File: config.mk
export PLATFORM = sky130hd
export DESIGN_NAME = sum_accumulator
export DESIGN_NICKNAME = d
export VERILOG_FILES = /design/src/rtl/sum_accumulator.sv
export SDC_FILE = /design/constraint.sdc
export NUM_CORES = 1
export LEC_CHECK = 0
export BUFFER_PORTS_ARGS = -buffer_cell sky130_fd_sc_hd__buf_2
export CAP_MARGIN = 5
export CORE_MARGIN = 1
export CORE_UTILIZATION = 40
export CTS_CLUSTER_SIZE = 16
export DETAILED_ROUTE_END_ITERATION = 10
export SYNTH_ARGS = -nofsm -noshare
export SYNTH_HDL_FRONTEND = slang
export SYNTH_SLANG_ARGS = --single-unit
File: constraint.sdc
create_clock -name clk -period 1.88 [get_ports clk]
set_input_delay 0.094 -clock clk [delete_from_list [all_inputs] [get_ports clk]]
set_output_delay 0.094 -clock clk [all_outputs]
set_load 0.1 [all_outputs]
File: src/rtl/sum_accumulator.sv
// sum_accumulator: collects N_SAMPLES results from a 6-bit ripple adder stage
// into an ACC_W-bit total, then hands the total downstream with a
// valid/ready handshake.
// Optional feature macro: SUM_ACCUMULATOR_SATURATE_EN
//   defined   -> an overflowing transfer clamps the total at 2^ACC_W-1
//   undefined -> an overflowing transfer wraps modulo 2^ACC_W
// The ovf flag is sticky for the run in both builds.
module sum_accumulator #(
    parameter int N_SAMPLES = 8,
    parameter int ACC_W     = 9
) (
    input  logic             clk,
    input  logic             reset,
    input  logic             start,
    input  logic [6:0]       in_sum,
    input  logic             in_valid,
    output logic             in_ready,
    output logic [ACC_W-1:0] acc_out,
    output logic [3:0]       count,
    output logic             out_valid,
    input  logic             out_ready,
    output logic             ovf,
    output logic             busy
);

    typedef enum logic [1:0] {
        ST_IDLE = 2'd0,
        ST_ACC  = 2'd1,
        ST_DONE = 2'd2
    } state_t;

    localparam logic [ACC_W-1:0] ACC_MAX  = {ACC_W{1'b1}};
    localparam logic [3:0]       LAST_CNT = 4'(N_SAMPLES - 1);

    state_t           state_q, state_d;
    logic [ACC_W-1:0] acc_q, acc_d;
    logic [3:0]       count_q, count_d;
    logic             ovf_q, ovf_d;

    logic             xfer_s;
    logic             last_s;
    logic [ACC_W:0]   sum_s;
    logic [ACC_W-1:0] acc_next_s;
    logic             ovf_hit_s;

    // A transfer happens only while accumulating and the producer has data.
    always_comb begin
        xfer_s = (state_q == ST_ACC) && in_valid;
        last_s = xfer_s && (count_q == LAST_CNT);
        sum_s  = {1'b0, acc_q} + {{(ACC_W - 6){1'b0}}, in_sum};
    end

    // Overflow handling: clamp or wrap, and decide whether this transfer overflows.
    always_comb begin
        acc_next_s = sum_s[ACC_W-1:0];
        ovf_hit_s  = sum_s[ACC_W];
`ifdef SUM_ACCUMULATOR_SATURATE_EN
        if (sum_s[ACC_W] || (acc_q == ACC_MAX)) begin
            acc_next_s = ACC_MAX;
            ovf_hit_s  = 1'b1;
        end else begin
            acc_next_s = sum_s[ACC_W-1:0];
            ovf_hit_s  = 1'b0;
        end
`else
        acc_next_s = sum_s[ACC_W-1:0];
        ovf_hit_s  = sum_s[ACC_W];
`endif
    end

    // FSM state register with synchronous reset.
    always_ff @(posedge clk) begin
        if (reset) begin
            state_q <= ST_IDLE;
        end else begin
            state_q <= state_d;
        end
    end

    // FSM next-state logic.
    always_comb begin
        state_d = state_q;
        case (state_q)
            ST_IDLE: begin
                if (start) begin
                    state_d = ST_ACC;
                end else begin
                    state_d = ST_IDLE;
                end
            end
            ST_ACC: begin
                if (last_s) begin
                    state_d = ST_DONE;
                end else begin
                    state_d = ST_ACC;
                end
            end
            ST_DONE: begin
                if (out_ready) begin
                    state_d = ST_IDLE;
                end else begin
                    state_d = ST_DONE;
                end
            end
            default: begin
                state_d = ST_IDLE;
            end
        endcase
    end

    // FSM output decode: handshake and busy flags depend on state only.
    always_comb begin
        in_ready  = 1'b0;
        out_valid = 1'b0;
        busy      = 1'b0;
        case (state_q)
            ST_IDLE: begin
                in_ready  = 1'b0;
                out_valid = 1'b0;
                busy      = 1'b0;
            end
            ST_ACC: begin
                in_ready  = 1'b1;
                out_valid = 1'b0;
                busy      = 1'b1;
            end
            ST_DONE: begin
                in_ready  = 1'b0;
                out_valid = 1'b1;
                busy      = 1'b1;
            end
            default: begin
                in_ready  = 1'b0;
                out_valid = 1'b0;
                busy      = 1'b0;
            end
        endcase
    end

    // Datapath next state: clear on start, accumulate on transfer, else hold.
    always_comb begin
        acc_d   = acc_q;
        count_d = count_q;
        ovf_d   = ovf_q;
        if ((state_q == ST_IDLE) && start) begin
            acc_d   = {ACC_W{1'b0}};
            count_d = 4'd0;
            ovf_d   = 1'b0;
        end else if (xfer_s) begin
            acc_d   = acc_next_s;
            count_d = count_q + 4'd1;
            ovf_d   = ovf_q | ovf_hit_s;
        end else begin
            acc_d   = acc_q;
            count_d = count_q;
            ovf_d   = ovf_q;
        end
    end

    // Datapath registers; reset discards any run in progress.
    always_ff @(posedge clk) begin
        if (reset) begin
            acc_q   <= {ACC_W{1'b0}};
            count_q <= 4'd0;
            ovf_q   <= 1'b0;
        end else begin
            acc_q   <= acc_d;
            count_q <= count_d;
            ovf_q   <= ovf_d;
        end
    end

    assign acc_out = acc_q;
    assign count   = count_q;
    assign ovf     = ovf_q;

endmodule
# ---- After elaboration in Yosys (flattened, before gate mapping)
# Index checks and enable logic that the tools add are counted.
dict set report op_classes {
  n_eq_ne 3
  addsub 2
  reduce_logical 6
  bitwise_logic 1
  mux 7
}
# op count
set op_table {}
lappend op_table {{$add 9x7->10} 1}
lappend op_table {{$pmux 2 s3} 1}
lappend op_table {{$add 4x1->4 const B} 1}
lappend op_table {{$eq 4x3->1 const B} 1}
lappend op_table {{$mux 1} 4}
lappend op_table {{$mux 2} 2}
lappend op_table {{$reduce_or 2->1} 2}
lappend op_table {{$logic_and 1x1->1} 3}
lappend op_table {{$eq 2x1->1 const B} 1}
lappend op_table {{$eq 2x2->1 const B} 1}
lappend op_table {{$logic_not 2->1} 1}
lappend op_table {{$or 1x1->1} 1}
dict set report totals {
  reg_bits 16
  output_inout_bits 17
  wordCells 23
}

# ---- Depth between registers and ports, before layout
# Gate-level depths: netlist (run 1).
dict set report logic_depth {
  word_depth 5
  depth_mapped 7
  mapped_depth_nobuf 6
}

# ---- Least setup slack after synthesis (run 1)
# OpenSTA, ideal clock, no wires.
dict set report synth_timing {
  path_type {register -> register}
  startpoint {register acc_q[0] (netlist: acc_out[0])}
  endpoint {register acc_q[6] (netlist: acc_out[6])}
  slack_ns -0.377
  setup_ns 0.121
  required_time_ns 1.759
  t_arrival_ns 2.136
  stages_incl_launch_ff 7
  cell_sequence {dfxtp_1 ha_1 fa_1 a21o_2 a221oi_2 xor2_1 o21ai_1}
}
dict set report synth_between {
  elab_chain_len 1
}
# item line_no
set synth_rtl {}
lappend synth_rtl {{from (decl)} 36} ;# logic [ACC_W-1:0] acc_q, acc_d;
lappend synth_rtl {{from (signal assigned)} 163} ;# acc_q <= {ACC_W{1'b0}};
lappend synth_rtl {{$add 9x7->10} 50} ;# sum_s = {1'b0, acc_q} + {{(ACC_W - 6){1'b0}}, in_sum};
# Every way passes these cells.
# A chain may end at the register's enable or synchronous reset.

# ---- Worst setup path after layout (run 1)
# Same ends and word-level chain as after synthesis.

==> run summary, run 1 <==
Post-DP Area - 1190 um2
H-tree levels - 1
Finished Cell Area - 1210 um2
Leak - 0.572 nW
Number of global-route vias before repair - 774
DP HPWL - 1.66 mm
CP endpoint kind - flip-flop
Switching share of power - 34.6%
Clk slew on worst S/H paths - 0.11 ns
Max-slew violation count - 0
First-pass GRT wire length - 3.37 mm
Hold wc startpoint - reset
Commonest non-fill, non-tap cell in the layout - buf_2
Slew @ Worst Pin - 0.486 ns
Avg Cell Area, Syn - 9.11 um2
Min cycle time layout - 1.79 ns
Core area - 2250 um2
Flop-to-flop setup slack - 0.09 ns
Multi-input gate area - 646 um2
Layout cell share with drive strength beyond 1 - 33.3%
Die X - 51.4 um
Layout net count - 167
Hold Violations, Final - 0
Mapped Nets - 132
Routed Antenna Nets - 0
Max-Cap Viols - 0
Via total after detailed routing - 927
Ys Warns - 0
Internal Power - 0.479 mW
Iteration-0 DRC Markers - 16
Diodes inserted - 0
DRC violation count after routing - 0
CTS tree - yes
Routed WL - 2.19 mm
Register area - 334 um2
Gr ovfl total - 0
Placer congestion estimate - 0.858
Status - complete, no violations
Top Ports - 29
Die H - 51.4 um
Initial antenna violation count - 0
Critical setup path kind - reg2reg
Setup WS pre-CTS - 0.0740 ns
Clock Latency Late Sink - 0.30 ns
DRT Pass-1 Iters - 4
Synth area leaders - dfxtp_1 33%, ha_1 15%, nand2_1 5.0%
Row count - 17
Final setup viols - 0
Pwr Density - 602 nW/um2
Startpoint types - flip-flop
TNS Setup - 0 ns
Cell variety after synth - 37
GRT Overall Usage - 17.7%
P&R area growth vs syn - 24.6%
Cell area after synthesis - 975 um2
Critical Path Source - acc_out[0]
RR Startpoint - acc_out[0]
Seq cells post-synth - 16
Final setup margin - 0.0872 ns
Crit share post-route - 95.4%
RSZ-0062 raised after global routing - false
Yosys top cell area share - 32.9%
Clock Skew - 0.0164 ns
Switching power total - 0.253 mW
VDD IR-drop max - 384 uV
CTS buffer count - 3
Relative slew slack - 67.8%
Power share of the sequential group - 48.0%
Clk sinks - 16
Clock power frac - 26.3%
Initial Utilization - 43.2%
Port buffer count - 28
Crit-path max FO - 3
Leading area contributor after synthesis - dfxtp_1
Fmax - 558 MHz
Critical Path AT - 1.97 ns
Drt wl/cell - 12.9 um
Leading cell types in the layout, fill and taps excluded - 28 x buf_2, 13 x nand2_1, 10 x ha_1, 9 x dfxtp_1, 6 x a21oi_1
Register area share after synthesis - 32.9%
Synth Instances - 107
Via-per-instance ratio - 5.49
Core Util, Final - 53.9%
Die area - 2640 um2
Critical path data required time - 2.05 ns
Hold Crit Class - in2reg
Fill cells - 233
Clk root buf - clkbuf_4
Logic pwr share - 25.8%
WHS - 0.0257 ns
Clk buf depth - 2
Largest net degree at the start of global routing - 10
per-stage QoR:
stage / std cells / total power [mW]
after floorplan: 107 / 0.503
after detailed placement: 165 / 0.546
after global routing: 169 / 0.773
final: 169 / 0.732
after global placement: 165 / 0.544
after CTS: 169 / 0.741
Yosys cell counts:
cell type	n
a211o_1	2
nor2_1	4
nand4_1	1
and2_1	1
o211ai_1	1
nand2_1	13
a211oi_1	3
a221o_1	1
dfxtp_1	16
o21ai_0	2
fa_1	1
a21o_2	1
o21a_1	2
a22oi_1	1
a2111oi_0	1
a21oi_1	6
o2111ai_1	1
xor2_1	4
xnor2_1	2
and3_1	1
ha_1	12
o31a_1	1
a221oi_2	1
a21o_1	3
o21ai_1	4
nor4_1	1
nor3_1	2
a21oi_2	1
nor2b_1	1
mux2i_1	2
nand4b_1	1
buf_2	1
nand2b_1	3
inv_1	3
o31ai_1	1
and4_1	1
nand3_1	5
worst paths after layout:
check,endpoint,cells past startpoint
setup reg to reg,acc_out[6],6
hold reg to reg,ovf,2
hold / removal,state_q[1],2
setup / recovery,acc_out[6],6
critical path: stages (launching register included):
cell and delay [ns]:
dfxtp_4 0.36, ha_2 0.19, fa_2 0.37, a21o_2 0.24, a221oi_2 0.27, xor2_1 0.17
o21ai_1 0.07
power groups by stage:
stage	registers, mW	clock network (mW)	logic (mW)
finish	0.351	0.192	0.188
global route	0.353	0.219	0.201
CTS	0.351	0.202	0.187
detailed placement	0.359	0	0.187
global placement	0.359	0	0.185
floorplan	0.398	0	0.105
registers in the layout (all words and copies together) (netlist names):
name and cells:
count 4, acc_out 9, state_q 2, ovf 1
final cells by class:
cell class / count / area share (%)
Multi-Input combinational cell: 87 / 53.1
Clock buffer: 3 / 1.85
Sequential cell: 16 / 27.5
Tap cell: 28 / 2.88
Clock inverter: 1 / 0.309
Timing Repair Buffer: 31 / 13.4
Inverter: 3 / 0.927
logic make-up (layout without fill, tap and decap cells):
kind of cell             Yosys count  count (layout)  share of synthesized area (%)
multiplexers                       2               2                           2.05
adder cells (fa/ha/maj)           13              13                           17.5
flip-flops                        16              16                           32.9
buffers and inverters              4              38                           1.67
XOR/XNOR                           6               6                           5.39
AO/OA/AOI/OAI                     32              32                           23.5
AND/OR/NAND/NOR                   34              34                           17.1
layer usage:
layer | vias to the layer above | wire [um] | global-route usage, %
met5 | - | 0 | 0
met4 | 0 | 40 | 9.46
met3 | 4 | 81 | 3.57
met2 | 19 | 1050 | 28.6
met1 | 437 | 1010 | 21.8
li1 | 467 | - | -
timing repair:
item | 4_1_cts | 5_1_grt
endpoints found under the setup margin | 0 | 1
hold buffers | 0 | 0
buffers inserted | 0 | 0
resized for setup | 0 | 1
Power figures use the tool's default switching activity.
==> inputs of run 2 (changes only) <==
--- a/config.mk
+++ b/config.mk
@@ -11,6 +11,7 @@
 export CORE_UTILIZATION = 40
 export CTS_CLUSTER_SIZE = 16
 export DETAILED_ROUTE_END_ITERATION = 10
+export REMOVE_ABC_BUFFERS = 1
 export SYNTH_ARGS = -nofsm -noshare
 export SYNTH_HDL_FRONTEND = slang
 export SYNTH_SLANG_ARGS = --single-unit
==> run 2 against run 1 <==
Against the previous run:
- final area is 0.10% higher
- die area did not move
- hold slack better by 0.039 ns
- clock skew shrank 0.014 ns
- sequential power barely moved
==> run summary, run 2 (synthesis gave the netlist of run 1 again) <==
DP HPWL - 1.67 mm
Critical Path Stages - 6
CP endpoint kind - flip-flop
RSZ-0062 raised after global routing - false
CTS buffer count - 3
Max-Cap Viols - 0
Core area - 2250 um2
Fill cells - 225
Fmax - 566 MHz
DRC violation count after routing - 0
Crit share post-route - 94.0%
Number of global-route vias before repair - 822
Hold Crit Class - in2reg
Top Ports - 29
Startpoint types - flip-flop
Die X - 51.4 um
Critical path data required time - 2.07 ns
Cells along the critical path - ha_1, fa_2, a21o_2, a221oi_2, xor2_1, o21ai_1
Status - complete, no violations
Clk slew on worst S/H paths - 0.10 ns
Placer congestion estimate - 0.813
Max reg flops - 9
First-pass GRT wire length - 3.62 mm
H-tree levels - 1
Clock Skew - 0.00275 ns
Pwr Density - 635 nW/um2
P&R area growth vs syn - 24.8%
Hold Violations, Final - 0
RR Startpoint - acc_out[0]
Min cycle time layout - 1.77 ns
Slew @ Worst Pin - 0.490 ns
Clock Latency Late Sink - 0.29 ns
Crit-path max FO - 3
Die area - 2640 um2
Clk buf depth - 2
Worst Hold Endpoint - state_q[1]
Drt wl/cell - 12.6 um
Largest stage delay, worst path - 0.38 ns
Max-slew violation count - 0
Initial Utilization - 43.2%
Largest net degree at the start of global routing - 10
Leading cell types in the layout, fill and taps excluded - 28 x buf_2, 16 x dfxtp_1, 13 x nand2_1, 12 x ha_1, 6 x a21oi_1
Row count - 17
Via total after detailed routing - 914
Inst Count DP - 165
Clk root buf - clkbuf_4
Bufs and invs on worst path - 0
Final setup viols - 0
VDD IR-drop max - 439 uV
Relative slew slack - 67.5%
DRT Pass-1 Iters - 4
Flop-to-flop setup slack - 0.11 ns
Die H - 51.4 um
Reg2Reg Depth - 6
Via-per-instance ratio - 5.38
GRT Overall Usage - 18.9%
FF-to-FF End - acc_out[6]
Routed Antenna Nets - 0
Commonest non-fill, non-tap cell in the layout - buf_2
Critical path's slowest cell - fa_2
CP top delay family - adder cells
Diodes inserted - 0
Critical Path AT - 1.96 ns
Layout net count - 168
Port buffer count - 28
Leak - 0.581 nW
Layout cell share with drive strength beyond 1 - 27.5%
Post-DP Area - 1170 um2
Critical setup path kind - reg2reg
Hold wc startpoint - out_ready
CTS tree - yes
Gr ovfl total - 0
Non-Filler Instances - 170
Iteration-0 DRC Markers - 17
Finished Cell Area - 1220 um2
Routed WL - 2.14 mm
Initial antenna violation count - 0
Clk sinks - 16
Hold Path Cell Cnt - 3
run 2: cell types whose count changed in the layout (fill, tap and decap cells not counted), sizes merged:
cell and delta:
clkbuf +1, clkinv -1, dlygate4sd3 +1
run 2: how the worst max path moves through the flow:
stage                     startpoint          to  slack, ns
after floorplan           acc_out[0]  acc_out[6]      -0.38
after global placement    acc_out[0]  acc_out[6]       0.09
after detailed placement  acc_out[0]  acc_out[6]       0.06
after CTS                 acc_out[0]  acc_out[6]       0.05
after global routing      acc_out[0]  acc_out[6]       0.04
final                     acc_out[0]  acc_out[6]       0.11
run 2: worst reg2reg max path, delay by kind of cell, from the launching register on:
kind / cells / cell delay, ns
xor+xnor: 1 / 0.16
compound gates: 3 / 0.56
fa+ha+maj: 2 / 0.60
flops: 1 / 0.33
run 2: power by group:
| group | leakage, nW | switching (mW) | internal [mW] |
|---|---|---|---|
| clock | 0.0210 | 0.115 | 0.118 |
| combinational | 0.430 | 0.131 | 0.0572 |
| sequential | 0.130 | 0.00641 | 0.346 |
| total | 0.581 | 0.251 | 0.521 |
run 2: what timing repair did:
action,in CTS,in global routing
setup buffers,0,0
hold endpoints to repair,1,0
resized for setup,0,1
hold buffers,1,0
endpoints found under the setup margin,0,2
run 2: final cells by class:
cell class / instances / area, um2 / area share (%)
clock buffer: 4 / 36.3 / 2.98
inverter: 3 / 11.3 / 0.926
multi-input combinational: 87 / 641 / 52.7
sequential: 16 / 320 / 26.3
tap: 28 / 35.0 / 2.88
timing repair buffer: 32 / 173 / 14.2
run 2: metal layers:
metal,up-vias,GRT usage (%),share of wire [%]
li1,470,-,-
met1,411,22.8,45
met2,29,31.6,47
met3,4,2.68,5.4
met4,0,10.8,2.2
met5,-,0,0
run 2: per-stage QoR:
stage	TNS [ns]	utilization [%]	hold WS [ns]	power [mW]	setup slack [ns]
2_1_floorplan	-3.15	-	0.167	0.502	-0.377
3_3_place_gp	0	51.8	0.321	0.545	0.0916
3_5_place_dp	0	51.8	0.321	0.547	0.0577
4_1_cts	0	53.8	0.0594	0.784	0.0452
5_1_grt	0	53.9	0.0607	0.813	0.0423
6_report	0	53.9	0.0650	0.773	0.114
